$ cat src/rtl/sisc_mem_arb_if.sv
// Bus bundle for sisc_mem_arb: the IF and DM requester ports plus the memory-side port.
// The arbiter uses the slave modport. The environment (requesters and memory) uses the master modport.
interface sisc_mem_arb_if #(
  parameter int ADDR_W = 16,
  parameter int DATA_W = 32
);
  // Handshake: a requester raises *_req with its address/data and holds them until *_gnt.
  // *_gnt and *_valid are one-cycle pulses. A request dropped before *_gnt is withdrawn.
  logic              if_req;
  logic [ADDR_W-1:0] if_addr;
  logic              if_gnt;
  logic              if_valid;
  logic [DATA_W-1:0] if_rdata;

  logic              dm_req;
  logic              dm_we;
  logic [ADDR_W-1:0] dm_addr;
  logic [DATA_W-1:0] dm_wdata;
  logic              dm_gnt;
  logic              dm_valid;
  logic [DATA_W-1:0] dm_rdata;

  logic              mem_en;
  logic              mem_we;
  logic [ADDR_W-1:0] mem_addr;
  logic [DATA_W-1:0] mem_wdata;
  logic [DATA_W-1:0] mem_rdata;
  logic              busy;

  modport slave (
    input  if_req, if_addr, dm_req, dm_we, dm_addr, dm_wdata, mem_rdata,
    output if_gnt, if_valid, if_rdata, dm_gnt, dm_valid, dm_rdata,
           mem_en, mem_we, mem_addr, mem_wdata, busy
  );

  modport master (
    output if_req, if_addr, dm_req, dm_we, dm_addr, dm_wdata, mem_rdata,
    input  if_gnt, if_valid, if_rdata, dm_gnt, dm_valid, dm_rdata,
           mem_en, mem_we, mem_addr, mem_wdata, busy
  );
endinterface

$ cat src/rtl/sisc_mem_arb.sv
// Shares the single-port SISC memory between fetch (IF) and load/store (DM) requesters.
// Default is DM priority with an IF starvation guard. Defining SISC_ARB_RR_EN selects round-robin instead.
module sisc_mem_arb #(
  parameter int ADDR_W     = 16,
  parameter int DATA_W     = 32,
  parameter int MEM_LAT    = 2,
  parameter int STARVE_MAX = 4
) (
  input  logic                  clk,
  input  logic                  rst_f,
  sisc_mem_arb_if.slave         bus,
  output logic [1:0]            dbg_state
);

  localparam int CNT_W = (MEM_LAT > 1) ? $clog2(MEM_LAT) : 1;

  typedef enum logic [1:0] {
    IDLE   = 2'd0,
    ACCESS = 2'd1,
    DONE   = 2'd2
  } state_t;

  state_t           state;
  logic [CNT_W-1:0] cnt;
  logic             owner;    // 1 = DM holds or last held the memory
  logic             pick_dm;
  logic             any_req;

  assign any_req   = bus.if_req | bus.dm_req;
  assign dbg_state = state;

`ifdef SISC_ARB_RR_EN
  // On contention, grant the port that did not win last time.
  always_comb begin
    pick_dm = bus.dm_req;
    if (bus.dm_req && bus.if_req) pick_dm = ~owner;
  end
`else
  localparam int SC_W = (STARVE_MAX > 0) ? $clog2(STARVE_MAX + 1) : 1;
  logic [SC_W-1:0] starve_cnt;

  always_comb begin
    pick_dm = bus.dm_req;
    if (bus.if_req && starve_cnt == SC_W'(STARVE_MAX)) pick_dm = 1'b0;
  end

  // Counts DM wins taken while IF was waiting. It saturates, and any IF grant clears it.
  always_ff @(posedge clk or negedge rst_f) begin
    if (!rst_f) begin
      starve_cnt <= '0;
    end else if (state == IDLE && any_req) begin
      if (!pick_dm)
        starve_cnt <= '0;
      else if (bus.if_req && starve_cnt != SC_W'(STARVE_MAX))
        starve_cnt <= starve_cnt + 1'b1;
    end
  end
`endif

  always_ff @(posedge clk or negedge rst_f) begin
    if (!rst_f) begin
      state         <= IDLE;
      cnt           <= '0;
      owner         <= 1'b0;
      bus.if_gnt    <= 1'b0;
      bus.if_valid  <= 1'b0;
      bus.if_rdata  <= '0;
      bus.dm_gnt    <= 1'b0;
      bus.dm_valid  <= 1'b0;
      bus.dm_rdata  <= '0;
      bus.mem_en    <= 1'b0;
      bus.mem_we    <= 1'b0;
      bus.mem_addr  <= '0;
      bus.mem_wdata <= '0;
      bus.busy      <= 1'b0;
    end else begin
      case (state)
        IDLE: begin
          if (any_req) begin
            state      <= ACCESS;
            owner      <= pick_dm;
            cnt        <= CNT_W'(MEM_LAT - 1);
            bus.mem_en <= 1'b1;
            bus.busy   <= 1'b1;
            if (pick_dm) begin
              bus.dm_gnt    <= 1'b1;
              bus.mem_we    <= bus.dm_we;
              bus.mem_addr  <= bus.dm_addr;
              bus.mem_wdata <= bus.dm_wdata;
            end else begin
              bus.if_gnt   <= 1'b1;
              bus.mem_we   <= 1'b0;
              bus.mem_addr <= bus.if_addr;
            end
          end
        end
        ACCESS: begin
          bus.if_gnt <= 1'b0;
          bus.dm_gnt <= 1'b0;
          if (cnt == '0) begin
            // Read data is valid in the last cycle that mem_en is high.
            state      <= DONE;
            bus.mem_en <= 1'b0;
            bus.mem_we <= 1'b0;
            if (owner) begin
              bus.dm_valid <= 1'b1;
              if (!bus.mem_we) bus.dm_rdata <= bus.mem_rdata;
            end else begin
              bus.if_valid <= 1'b1;
              bus.if_rdata <= bus.mem_rdata;
            end
          end else begin
            cnt <= cnt - 1'b1;
          end
        end
        DONE: begin
          state        <= IDLE;
          bus.if_valid <= 1'b0;
          bus.dm_valid <= 1'b0;
          bus.busy     <= 1'b0;
        end
        default: state <= IDLE;
      endcase
    end
  end

endmodule

$ cat src/flat_wrapper.sv
// flat-port wrapper written by rule: the top's interface ports become plain ports
module sisc_mem_arb_flat 
#(
  parameter int ADDR_W     = 16,
  parameter int DATA_W     = 32,
  parameter int MEM_LAT    = 2,
  parameter int STARVE_MAX = 4
)
  (clk, rst_f, dbg_state, bus_if_req, bus_if_addr, bus_dm_req, bus_dm_we, bus_dm_addr, bus_dm_wdata, bus_mem_rdata, bus_if_gnt, bus_if_valid, bus_if_rdata, bus_dm_gnt, bus_dm_valid, bus_dm_rdata, bus_mem_en, bus_mem_we, bus_mem_addr, bus_mem_wdata, bus_busy);
  sisc_mem_arb_if #(.ADDR_W(ADDR_W), .DATA_W(DATA_W)) bus_i ();
  input  logic clk;
  input  logic rst_f;
  output logic [1:0] dbg_state;
  input wire logic [$bits(bus_i.if_req)-1:0] bus_if_req;
  input wire logic [$bits(bus_i.if_addr)-1:0] bus_if_addr;
  input wire logic [$bits(bus_i.dm_req)-1:0] bus_dm_req;
  input wire logic [$bits(bus_i.dm_we)-1:0] bus_dm_we;
  input wire logic [$bits(bus_i.dm_addr)-1:0] bus_dm_addr;
  input wire logic [$bits(bus_i.dm_wdata)-1:0] bus_dm_wdata;
  input wire logic [$bits(bus_i.mem_rdata)-1:0] bus_mem_rdata;
  output wire logic [$bits(bus_i.if_gnt)-1:0] bus_if_gnt;
  output wire logic [$bits(bus_i.if_valid)-1:0] bus_if_valid;
  output wire logic [$bits(bus_i.if_rdata)-1:0] bus_if_rdata;
  output wire logic [$bits(bus_i.dm_gnt)-1:0] bus_dm_gnt;
  output wire logic [$bits(bus_i.dm_valid)-1:0] bus_dm_valid;
  output wire logic [$bits(bus_i.dm_rdata)-1:0] bus_dm_rdata;
  output wire logic [$bits(bus_i.mem_en)-1:0] bus_mem_en;
  output wire logic [$bits(bus_i.mem_we)-1:0] bus_mem_we;
  output wire logic [$bits(bus_i.mem_addr)-1:0] bus_mem_addr;
  output wire logic [$bits(bus_i.mem_wdata)-1:0] bus_mem_wdata;
  output wire logic [$bits(bus_i.busy)-1:0] bus_busy;
  assign bus_i.if_req = bus_if_req;
  assign bus_i.if_addr = bus_if_addr;
  assign bus_i.dm_req = bus_dm_req;
  assign bus_i.dm_we = bus_dm_we;
  assign bus_i.dm_addr = bus_dm_addr;
  assign bus_i.dm_wdata = bus_dm_wdata;
  assign bus_i.mem_rdata = bus_mem_rdata;
  assign bus_if_gnt = bus_i.if_gnt;
  assign bus_if_valid = bus_i.if_valid;
  assign bus_if_rdata = bus_i.if_rdata;
  assign bus_dm_gnt = bus_i.dm_gnt;
  assign bus_dm_valid = bus_i.dm_valid;
  assign bus_dm_rdata = bus_i.dm_rdata;
  assign bus_mem_en = bus_i.mem_en;
  assign bus_mem_we = bus_i.mem_we;
  assign bus_mem_addr = bus_i.mem_addr;
  assign bus_mem_wdata = bus_i.mem_wdata;
  assign bus_busy = bus_i.busy;
  sisc_mem_arb #(.ADDR_W(ADDR_W), .DATA_W(DATA_W), .MEM_LAT(MEM_LAT), .STARVE_MAX(STARVE_MAX)) u_core (.clk(clk), .rst_f(rst_f), .bus(bus_i), .dbg_state(dbg_state));
endmodule
$ cat config.mk
export PLATFORM = sky130hd
export DESIGN_NAME = sisc_mem_arb_flat
export DESIGN_NICKNAME = d
export VERILOG_FILES = /design/src/rtl/sisc_mem_arb_if.sv /design/src/rtl/sisc_mem_arb.sv /design/src/flat_wrapper.sv
export SDC_FILE = /design/constraint.sdc
export NUM_CORES = 1
export LEC_CHECK = 0
export BUFFER_PORTS_ARGS = -buffer_cell sky130_fd_sc_hd__buf_2
export CAP_MARGIN = 15
export CORE_MARGIN = 4
export CORE_UTILIZATION = 40
export CTS_CLUSTER_DIAMETER = 80
export DETAILED_ROUTE_END_ITERATION = 16
export PLACE_DENSITY = 0.75
export REMOVE_ABC_BUFFERS = 1
export SYNTH_ARGS = -nofsm -noshare
export SYNTH_HDL_FRONTEND = slang
export SYNTH_SLANG_ARGS = --single-unit
$ cat constraint.sdc
create_clock -name clk -period 3.6 [get_ports clk]
set_input_delay 1.08 -clock clk [delete_from_list [all_inputs] [get_ports clk]]
set_output_delay 1.08 -clock clk [all_outputs]
set_load 0.01 [all_outputs]
==> Word-level counts from Yosys, hierarchy flattened <==
Index checks and enable logic that the tools add are counted.
{ "totals": {"out_inout_bits": 121, "regBits": 126} }
{ "classes": {"muxes": 28, "eq_ne": 11, "n_addsub": 2, "reduce_logical": 20, "n_bitwise": 4} }
{ "op_table": {"columns": ["cell", "n"], "rows": [
  ["$reduce_and 3->1", 7],
  ["$mux 16", 1],
  ["$pmux 1 s2", 8],
  ["$mux 1", 14],
  ["$reduce_and 2->1", 5],
  ["$ne 2x2->1 const B", 4],
  ["$mux 3", 2],
  ["$ne 2x1->1 const B", 3],
  ["$reduce_bool 2->1", 3],
  ["$mux 2", 2],
  ["$pmux 2 s2", 1],
  ["$reduce_and 4->1", 1],
  ["$add 3x1->3 const B", 1],
  ["$eq 3x3->1 const B", 1],
  ["$logic_and 1x1->1", 3],
  ["$ne 3x3->1 const B", 1],
  ["$not 1->1", 3],
  ["$eq 2x1->1 const B", 1],
  ["$eq 2x2->1 const B", 1],
  ["$logic_not 2->1", 1],
  ["$or 1x1->1", 1],
  ["$sub 1x1->1 const B", 1]
]} }

==> Depth between registers and ports, before layout <==
Gate-level depths: netlist of the first run.
{ "logic_depth": {"ltp_word": 6, "ltp_mapped": 6, "mapped_depth_nobuf": 5} }

==> Least setup slack after synthesis of the first run <==
OpenSTA, ideal clock, no wires.
{ "synth_timing": {"kind": "input to register", "from": "input bus_if_req", "to": "register u_core.bus.mem_wdata[0] in the netlist's numbering", "path_stages": 4, "path_slack_ns": 1.359, "n_path_buf": 1, "setup_ns": 0.125, "t_arrival_ns": 2.116, "cell_sequence": "nand3_1 > nand3_1 > clkbuf_1 > mux2_2"} }
{ "synth_between": {"elab_chain_cells": 3} }
{ "synth_lines": {"columns": ["item", "line", "text"], "rows": [
  ["start: declaration", "flat_wrapper.sv:14", "input wire logic [$bits(bus_i.if_req)-1:0] bus_if_req;"],
  ["$logic_and 1x1->1", "sisc_mem_arb.sv:44", "if (bus.if_req && starve_cnt == SC_W'(STARVE_MAX)) pick_dm = 1'b0;"],
  ["$mux 1", "sisc_mem_arb.sv:44", null],
  ["$reduce_and 3->1 (no source line) *", null, null],
  ["end signal: assignment", "sisc_mem_arb.sv:89", "bus.mem_wdata <= bus.dm_wdata;"],
  ["end: declaration", "sisc_mem_arb_if.sv:33", "mem_en, mem_we, mem_addr, mem_wdata, busy"]
]} }
Mark *: on every way between the ends. The rest lies on a longest branch, timed or not.
A chain may end at the register's enable or synchronous reset.

==> Worst setup path after layout of the first run <==
{ "layout_timing": {"from": "register u_core.state[1], in the netlist u_core.dbg_state[1]", "to": "register u_core.bus.dm_rdata[28]"} }
{ "layout_between": {"elab_chain_cells": 2} }
{ "layout_lines": {"columns": ["item", "line", "text"], "rows": [
  ["start: declaration", "sisc_mem_arb.sv:23", "state_t state;"],
  ["start signal: assignment", "sisc_mem_arb.sv:62", "state <= IDLE;"],
  ["start signal: assignment", "sisc_mem_arb.sv:80", "state <= ACCESS;"],
  ["start signal: assignment", "sisc_mem_arb.sv:102", "state <= DONE;"],
  ["$eq 2x1->1", "sisc_mem_arb.sv:77", "case (state)"],
  ["$reduce_and 4->1 (no source line)", null, null],
  ["end signal: assignment", "sisc_mem_arb.sv:107", "if (!bus.mem_we) bus.dm_rdata <= bus.mem_rdata;"],
  ["end: declaration", "sisc_mem_arb_if.sv:32", "output if_gnt, if_valid, if_rdata, dm_gnt, dm_valid, dm_rdata,"]
]} }
No other way between the ends.

==> flow_summary.toml, run 1 <==
[global_route]
grt_pass1_wl_microns = 20200
globalRouteTotalUtil_pct = 17.4
grt_pass1_vias = 4002
grt_max_degree = 63
antenna_found_initial = 0
grt_overflow_total = 0

[worst_setup_path]
critical_path_class = "register to register"
path_buf_inv = 0
crit_family = "simple AND/OR/NAND/NOR gates"
cpPeakStageDelay_ps = 900
slowest_stage = "or3_2"
crit_fanout = 32
crit_required_ps = 3880
crit_path_cell_trace = "or3b_1 -> or3_2 -> mux2_4"
end_kind = "register"
critPathLaunchType = "register"
arrival_ps = 2750

[timing]
relSlewSlack_pct = 27.8
finClkSkew_ps = 8.19
tns_ps = 0
slew_violations = 0
hold_violations = 0
tightest_slew_ps = 1080
min_period_over_period_pct = 68.5
fmax_mhz = 405
rsz0062_at_grt = "no"
setup_viol = 0
finalWorstSetupSlack_ps = 1130
fin_crit_ps = 2470

[drt]
dr.pass1.iters = 4
drc = 0
final_antenna_net_count = 0
drt-initial-drc-count = 210
post_drt_via_cell_ratio = 5.02
wl_per_cell_microns = 16.8
routed_wl_microns = 12500
vias = 3733

[synth]
synth_cell_type_count = 29
syn_inst = 338
yosysSeqAreaShare_pct = 61.9
synthesis.area_sq_mm = 0.00509
synth_warnings = 0
yosys.area.top_type_share_pct = 61.9
synth_top_flop_cell = "dfrtp_1"
ys_async_sr_fraction_pct = 100
synth-edff-count = 0
yosysMostFrequentCell = "dfrtp_1"
synth.ff_latch_count = 126
synth.top_cells.by_area = "dfrtp_1, mux2_2, mux2_4"
yosys.area.top_type = "dfrtp_1"
ys_top_cells_by_count = "dfrtp_1, mux2_2, mux2_4, o21ai_0, a2bb2oi_1"
avgSynthCellArea_sq_um = 15.1

[job]
maxCapViolCount = 0

[floorplan]
core_sq_mm = 0.0123
die-area_sq_mm = 0.0146
fp-row-count = 40
initial_core_util_pct = 41.6
die_y_microns = 121
io_pins = 222
die_w_microns = 121

[layout]
instances_no_fill = 744
area_delta_synth_final_pct = 36.5
fillers = 1005
drive_gt1_share_pct = 61.8
antennaDiodeCount = 0
final_nets = 666

[clock_network]
clock_latency_ps = 400
cts_inserted_buffers = 17
cts_resized = 0
cts.sink_count = 126
cts_tree = "yes"
cts.clk_slew.worst_paths_ps = 50
cts_max_path_buffers = 2
post_cts_buffers = 0
cts_root_buf = "clkbuf_16"
postCtsHoldBufs = 0
htreeDepth = 4

[placement]
portBuffers = 221
routabilityCongestion = 0.729
hpwl_microns = 8950
place_inst = 712
pre_cts_ws_ps = 1140

[power_and_ir_drop]
leakagePower_nw = 3.45
power.density_mw_per_mm2 = 1000
ir_drop_uv = 438

[worst_hold_path]
hp-class = "register to register"

[status]
status = "completed"
## report_power, final
group | switching (W) | leakage (nW) | total (W) | internal [W]
Clock | 0.000577 | 0.283 | 0.00163 | 0.00106
Combinational | 0.00130 | 1.69 | 0.00280 | 0.00150
Sequential | 0.000409 | 1.48 | 0.00256 | 0.00215
Total | 0.00228 | 3.45 | 0.00699 | 0.00471
## worst register-to-register path: stages, from the launching register on
cell and delay (ps):
dfrtp_1 440, or3b_1 510, or3_2 900, mux2_4 500
## sequential cells by signal, indices dropped and copies added, names as in the netlist, 2 cells and up
register and flops:
u_core.bus.dm_rdata 32, u_core.starve_cnt 3, u_core.bus.if_rdata 32, u_core.bus.mem_wdata 32, u_core.dbg_state 2, u_core.bus.mem_addr 16
## final cells by class
cell class / instances / area, sq um / area share (%)
Inverter: 7 / 26.3 / 0.378
Sequential cell: 126 / 3150 / 45.3
Multi-Input combinational cell: 182 / 1810 / 26.0
Clock inverter: 5 / 52.6 / 0.755
Clock buffer: 27 / 523 / 7.52
Tap cell: 168 / 210 / 3.02
Timing Repair Buffer: 229 / 1180 / 17.0
## path summary, 6_finish.rpt
kind | startpoint | end | slack [ps] | cells past startpoint
min | u_core.bus.busy | u_core.bus.busy | 490 | 1
max | u_core.dbg_state[1] | u_core.bus.dm_rdata[28] | 1130 | 3
max in group asynchronous | rst_f | u_core.bus.mem_wdata[11] | 2180 | 2
min in group asynchronous | rst_f | u_core.bus.if_rdata[10] | 650 | 1
max reg2reg | u_core.dbg_state[1] | u_core.bus.dm_rdata[28] | 1130 | 3
min reg2reg | u_core.bus.busy | u_core.bus.busy | 490 | 1
## cell families (layout without fill, tap and decap cells)
group / Yosys count / in the layout / synth area share (%)
compound gates: 66 / 66 / 9.68
fa+ha+maj: 2 / 2 / 0.491
buf+inv: 30 / 268 / 2.75
flops: 126 / 126 / 61.9
mux: 96 / 96 / 23.4
simple gates: 18 / 18 / 1.77
## through the flow
step / hold slack (ps) / instance area [sq um] / power, W / util (%)
3_3_place_gp: 472 / 6380 / 0.00528 / 52.0
6_report: 489 / 6960 / 0.00699 / 56.7
3_5_place_dp: 479 / 6380 / 0.00540 / 52.0
5_1_grt: 505 / 6960 / 0.00743 / 56.7
4_1_cts: 491 / 6960 / 0.00707 / 56.7
2_1_floorplan: 467 / 4980 / 0.00424 / -
## per-layer routing
metal | vias up | track usage [%] | routed length [microns]
met5 | - | 0 | 0
met2 | 173 | 28.0 | 6060
met3 | 22 | 6.99 | 1120
li1 | 1695 | - | -
met1 | 1843 | 20.8 | 5100
met4 | 0 | 7.01 | 234
## cell usage in the layout, fill, tap and decap left out, types with 6 or more instances in the layout
master and n:
a2bb2oi_1 17, a311oi_1 16, buf_2 220, buf_4 8, clkbuf_16 17, clkbuf_8 6
dfrtp_1 126, inv_1 7, mux2_2 66, mux2_4 30, o21ai_0 18
(Power assumes the default switching activity.)
==> run 2, diff against run 1 <==
--- a/config.mk
+++ b/config.mk
@@ -5,6 +5,7 @@
 export SDC_FILE = /design/constraint.sdc
 export NUM_CORES = 1
 export LEC_CHECK = 0
+export ABC_AREA = 1
 export BUFFER_PORTS_ARGS = -buffer_cell sky130_fd_sc_hd__buf_2
 export CAP_MARGIN = 15
 export CORE_MARGIN = 4
==> constraint.sdc (replaced) <==
create_clock -name clk -period 2.36 [get_ports clk]
set_input_delay 0.708 -clock clk [delete_from_list [all_inputs] [get_ports clk]]
set_output_delay 0.708 -clock clk [all_outputs]
set_load 0.01 [all_outputs]
==> flow_summary.toml, run 2 <==
[status]
status = "completed"

[clock_network]
cts_resized = 0
cts_root_buf = "clkbuf_16"
postCtsHoldBufs = 0
cts.clk_slew.worst_paths_ps = 50
cts_max_path_buffers = 2
post_cts_buffers = 0
cts_tree = "yes"
cts.sink_count = 126
cts_inserted_buffers = 17
htreeDepth = 4
clock_latency_ps = 410

[synth]
syn_inst = 578
synth_warnings = 0
yosys.area.top_type = "dfrtp_1"
ys_top_cells_by_count = "nand2_1, dfrtp_1, inv_1, o21ai_1, nand3_1"
synth.top_cells.by_area = "dfrtp_1, nand2_1, o21ai_1"
synth-edff-count = 0
synth.ff_latch_count = 126
synth_top_flop_cell = "dfrtp_1"
yosysMostFrequentCell = "nand2_1"
ys_async_sr_fraction_pct = 100
yosysSeqAreaShare_pct = 61.4
avgSynthCellArea_sq_um = 8.88
synth_cell_type_count = 19
yosys.area.top_type_share_pct = 61.4
synthesis.area_sq_mm = 0.00513

[worst_setup_path]
critical_path_class = "register to primary output"
r2r_slack_ps = 830
reg2reg_to = "u_core.bus.mem_wdata[5]"
crit_fanout = 6
crit_required_ps = 1650
worst-r2r-cell-count = 8
critPathLaunchType = "register"
r2r-start = "u_core.starve_cnt[0]"
arrival_ps = 1020
slowest_stage = "dfrtp_1"
end_kind = "primary output"
crit_path_cell_trace = "buf_2"
path_buf_inv = 1
cp-startpoint = "u_core.dbg_state[0]"
cpPeakStageDelay_ps = 440
crit_family = "flip-flops"

[power_and_ir_drop]
combPwrFrac_pct = 37.2
p_sw_w = 0.00375
power.density_mw_per_mm2 = 1460
sw_frac_of_total_pct = 36.8
leakagePower_nw = 4.07
p_seq_share_pct = 37.7
pwr-share-clk_pct = 25.1
intPower_w = 0.00643
ir_drop_uv = 767

[layout]
area_delta_synth_final_pct = 35.9
final_nets = 904
drive_gt1_share_pct = 33.7
antennaDiodeCount = 0
layout_common_cells = "nand2_1, buf_2, dfrtp_1"
reg_top3 = "u_core.bus.dm_rdata x32, u_core.bus.if_rdata x32, u_core.bus.mem_wdata x32"
layout_commonest_cell = "nand2_1"

[floorplan]
io_pins = 222
initial_core_util_pct = 40.8
die_y_microns = 121
fp-row-count = 41
core_sq_mm = 0.0126
die-area_sq_mm = 0.0147
die_w_microns = 121

[drt]
dr.pass1.iters = 4
final_antenna_net_count = 0
post_drt_via_cell_ratio = 4.42
wl_per_cell_microns = 13.1
vias = 4346
routed_wl_microns = 12900
drt-initial-drc-count = 217
drc = 0

[timing]
tns_ps = 0
relSlewSlack_pct = 64.3
rsz0062_at_grt = "no"
hold-worst-slack_ps = 312
hold_violations = 0
setup_viol = 0
min_period_over_period_pct = 73.3
fmax_mhz = 578
slew_violations = 0
tightest_slew_ps = 536
fin_crit_ps = 1730
finClkSkew_ps = 6.21

[worst_hold_path]
hp-class = "input pin to async pin"

[placement]
hpwl_microns = 9110
routabilityCongestion = 0.775
portBuffers = 221

[global_route]
antenna_found_initial = 0
globalRouteTotalUtil_pct = 17.7
grt_overflow_total = 0
grt_pass1_vias = 4242
grt_max_degree = 102
grt_pass1_wl_microns = 20300

[job]
maxCapViolCount = 0
run 2: layer usage:
layer  vias up  GRT usage [%]  part of all wire [%]
met3        23           6.15                   6.7
met5         -              0                     0
met1      1976           21.3                    42
met4         0           7.07                   2.0
met2       130           29.1                    49
li1       2217              -                     -
run 2: logic make-up after synthesis:
family | count (synthesis) | synth area share [%]
AND/OR/NAND/NOR | 277 | 22.0
flip-flops | 126 | 61.4
adder cells (fa/ha/maj) | 2 | 0.487
buffers and inverters | 101 | 8.95
XOR/XNOR | 1 | 0.171
AO/OA/AOI/OAI | 71 | 6.92
run 2: layout make-up:
type	instances	area (sq um)
well taps	172	215
multi-input cells	351	1520
flip-flops and latches	126	3150
clock buffers	24	502
inverters	74	278
fillers	1166	5590
repair buffers	231	1220
clock inverters	6	82.6
run 2: stage by stage:
stage	total power [W]	worst slack, ps	area (sq um)	utilization, %	cells
floorplan	0.00589	308	4950	-	551
global placement	0.00760	517	6390	50.8	954
detailed placement	0.00772	479	6390	50.8	954
CTS	0.0103	609	6970	55.5	984
global route	0.0109	565	6970	55.5	984
finish	0.0102	630	6970	55.5	984
run 2: worst max-delay path by stage:
stage                                   end  slack (ps)  cells after the start
detailed placement  u_core.bus.mem_wdata[3]         480                      6
global route                   dbg_state[0]         560                      1
CTS                            dbg_state[0]         610                      1
finish                         dbg_state[0]         630                      1
global placement    u_core.bus.mem_wdata[1]         520                      6
floorplan           u_core.bus.mem_wdata[0]         310                      5
run 2: power groups by stage:
stage / Combinational [W] / Sequential (W) / Clock, W
after floorplan: 0.00157 / 0.00432 / 0
after global placement: 0.00377 / 0.00383 / 0
after detailed placement: 0.00388 / 0.00384 / 0
after CTS: 0.00388 / 0.00384 / 0.00262
after global routing: 0.00425 / 0.00397 / 0.00272
final: 0.00379 / 0.00383 / 0.00255
==> run 3, diff against run 2 <==
--- a/config.mk
+++ b/config.mk
@@ -12,7 +12,7 @@
 export CORE_UTILIZATION = 40
 export CTS_CLUSTER_DIAMETER = 80
 export DETAILED_ROUTE_END_ITERATION = 16
-export PLACE_DENSITY = 0.75
+export PLACE_DENSITY = 0.78
 export REMOVE_ABC_BUFFERS = 1
 export SYNTH_ARGS = -nofsm -noshare
 export SYNTH_HDL_FRONTEND = slang
==> constraint.sdc (replaced) <==
create_clock -name clk -period 1.4 [get_ports clk]
set_input_delay 0.42 -clock clk [delete_from_list [all_inputs] [get_ports clk]]
set_output_delay 0.42 -clock clk [all_outputs]
set_load 0.01 [all_outputs]
==> flow_summary.toml, run 3 (synthesis gave the netlist of run 2 again) <==
[status]
status = "finished with violations"
violations = "setup timing"

[power_and_ir_drop]
p_seq_share_pct = 34.4
power.density_mw_per_mm2 = 2500
pwr-share-clk_pct = 24.8
leakagePower_nw = 4.29
ir_drop_uv = 1220
report.power.total_w = 0.0188
intPower_w = 0.0119
p_sw_w = 0.00693
sw_frac_of_total_pct = 36.8
combPwrFrac_pct = 40.8

[drt]
post_drt_via_cell_ratio = 4.60
vias = 4655
wl_per_cell_microns = 13.8
routed_wl_microns = 14000
drt-initial-drc-count = 293
drc = 0
final_antenna_net_count = 0
dr.pass1.iters = 4

[timing]
finClkSkew_ps = 6.79
fmax_mhz = 685
hold_violations = 0
finalWorstSetupSlack_ps = -59.4
min_period_over_period_pct = 104
fin_crit_ps = 1460
tightest_slew_ps = 264
slew_violations = 0
setup_viol = 34
relSlewSlack_pct = 82.4
rsz0062_at_grt = "yes"

[layout]
final_nets = 930
reg_top3 = "u_core.bus.dm_rdata x32, u_core.bus.if_rdata x32, u_core.bus.mem_wdata x32"
layout_commonest_cell = "nand2_1"
seq_area_sq_mm = 0.00315
area_delta_synth_final_pct = 47.0
multi_input_area_sq_mm = 0.00165
fillers = 1075
instances_no_fill = 1012
drive_gt1_share_pct = 37.3
layout_common_cells = "nand2_1, buf_2, dfrtp_1"
antennaDiodeCount = 0

[floorplan]
core_sq_mm = 0.0126
die_w_microns = 121
initial_core_util_pct = 40.8
die_y_microns = 121
fp-row-count = 41
die-area_sq_mm = 0.0147
io_pins = 222

[worst_setup_path]
critical_path_class = "register to primary output"
crit_required_ps = 980
crit_fanout = 2
arrival_ps = 1040
end_kind = "primary output"
cp-startpoint = "u_core.dbg_state[0]"
critPathLaunchType = "register"
r2r-start = "u_core.dbg_state[0]"

[clock_network]
clock_latency_ps = 400
cts.sink_count = 126
cts_tree = "yes"
cts.clk_slew.worst_paths_ps = 60
cts_inserted_buffers = 17
cts_root_buf = "clkbuf_16"
htreeDepth = 4
cts_max_path_buffers = 2

[worst_hold_path]
min_from = "bus_dm_wdata[1]"
hp-class = "input pin to register"

[placement]
portBuffers = 221
routabilityCongestion = 0.843
place_inst = 960
hpwl_microns = 9380

[global_route]
grt_overflow_total = 0
grt_max_degree = 49
grt_pass1_vias = 4444
globalRouteTotalUtil_pct = 18.2
antenna_found_initial = 0
grt_pass1_wl_microns = 21200

[job]
maxCapViolCount = 0
[run 3: cell count changes in the layout (fill, tap and decap cells not counted), moves of 5 or more]
cell / delta
buf_12: +8
buf_4: +6
buf_6: +8
clkinv_4: +5
nand2_1: -5
[run 3: path summary, 6_finish.rpt]
kind	endpoint	slack, ps	cells after the start
setup / recovery	dbg_state[0]	-60	2
hold / removal	u_core.bus.mem_wdata[1]	210	3
setup reg to reg	u_core.bus.mem_wdata[18]	-60	8
hold reg to reg	u_core.bus.mem_en	460	2
max in group asynchronous	u_core.bus.if_rdata[16]	450	3
min in group asynchronous	u_core.bus.mem_addr[9]	420	2
[run 3: area by class of cell]
class	instances	area share, %
Sequential cell	126	41.8
Timing Repair Buffer	254	21.2
Multi-Input combinational cell	354	21.9
Tap cell	172	2.85
Inverter	74	3.78
Clock buffer	19	6.01
Clock inverter	13	2.50
[run 3: through the flow]
| stage | setup TNS (ps) | cell area (sq um) | util [%] | hold slack [ps] | worst slack [ps] |
|---|---|---|---|---|---|
| finish | -1070 | 7540 | 60.0 | 212 | -59.4 |
| global route | -6670 | 7540 | 60.0 | 205 | -108 |
| CTS | -95.0 | 7270 | 57.9 | 191 | -82.5 |
| detailed placement | -369 | 6500 | 51.7 | 303 | -39.0 |
| global placement | 0 | 6500 | 51.7 | 299 | 8.57 |
| floorplan | -50080 | 4950 | - | 124 | -593 |
[run 3: per-layer routing]
layer  global-route usage (%)  vias up  share of wire, %
met2                     28.9      182                49
met5                        0        -                 0
met4                     8.68        0               2.9
li1                         -     2281                 -
met1                     23.1     2159                41
met3                     5.08       33               7.9
[run 3: power groups by stage]
stage / sequential [W] / combinational (W) / clock (W)
6_report: 0.00649 / 0.00768 / 0.00468
3_5_place_dp: 0.00646 / 0.00673 / 0
4_1_cts: 0.00645 / 0.00709 / 0.00476
3_3_place_gp: 0.00645 / 0.00650 / 0
5_1_grt: 0.00671 / 0.00855 / 0.00493
2_1_floorplan: 0.00728 / 0.00265 / 0
[run 3: what timing repair did]
item                                   4_1_cts  5_1_grt
hold buffers                                 1        0
gates resized for setup                     11       27
endpoints found under the hold margin       12        0
setup buffers                                6        8
pin swaps                                    0        4
gates cloned                                 1        5
setup endpoints to repair                   37      111
[run 3: worst max-delay path, cell delays in order, from the launching register on]
cell and delay [ps]:
dfrtp_1 400, buf_6 130, buf_6 110
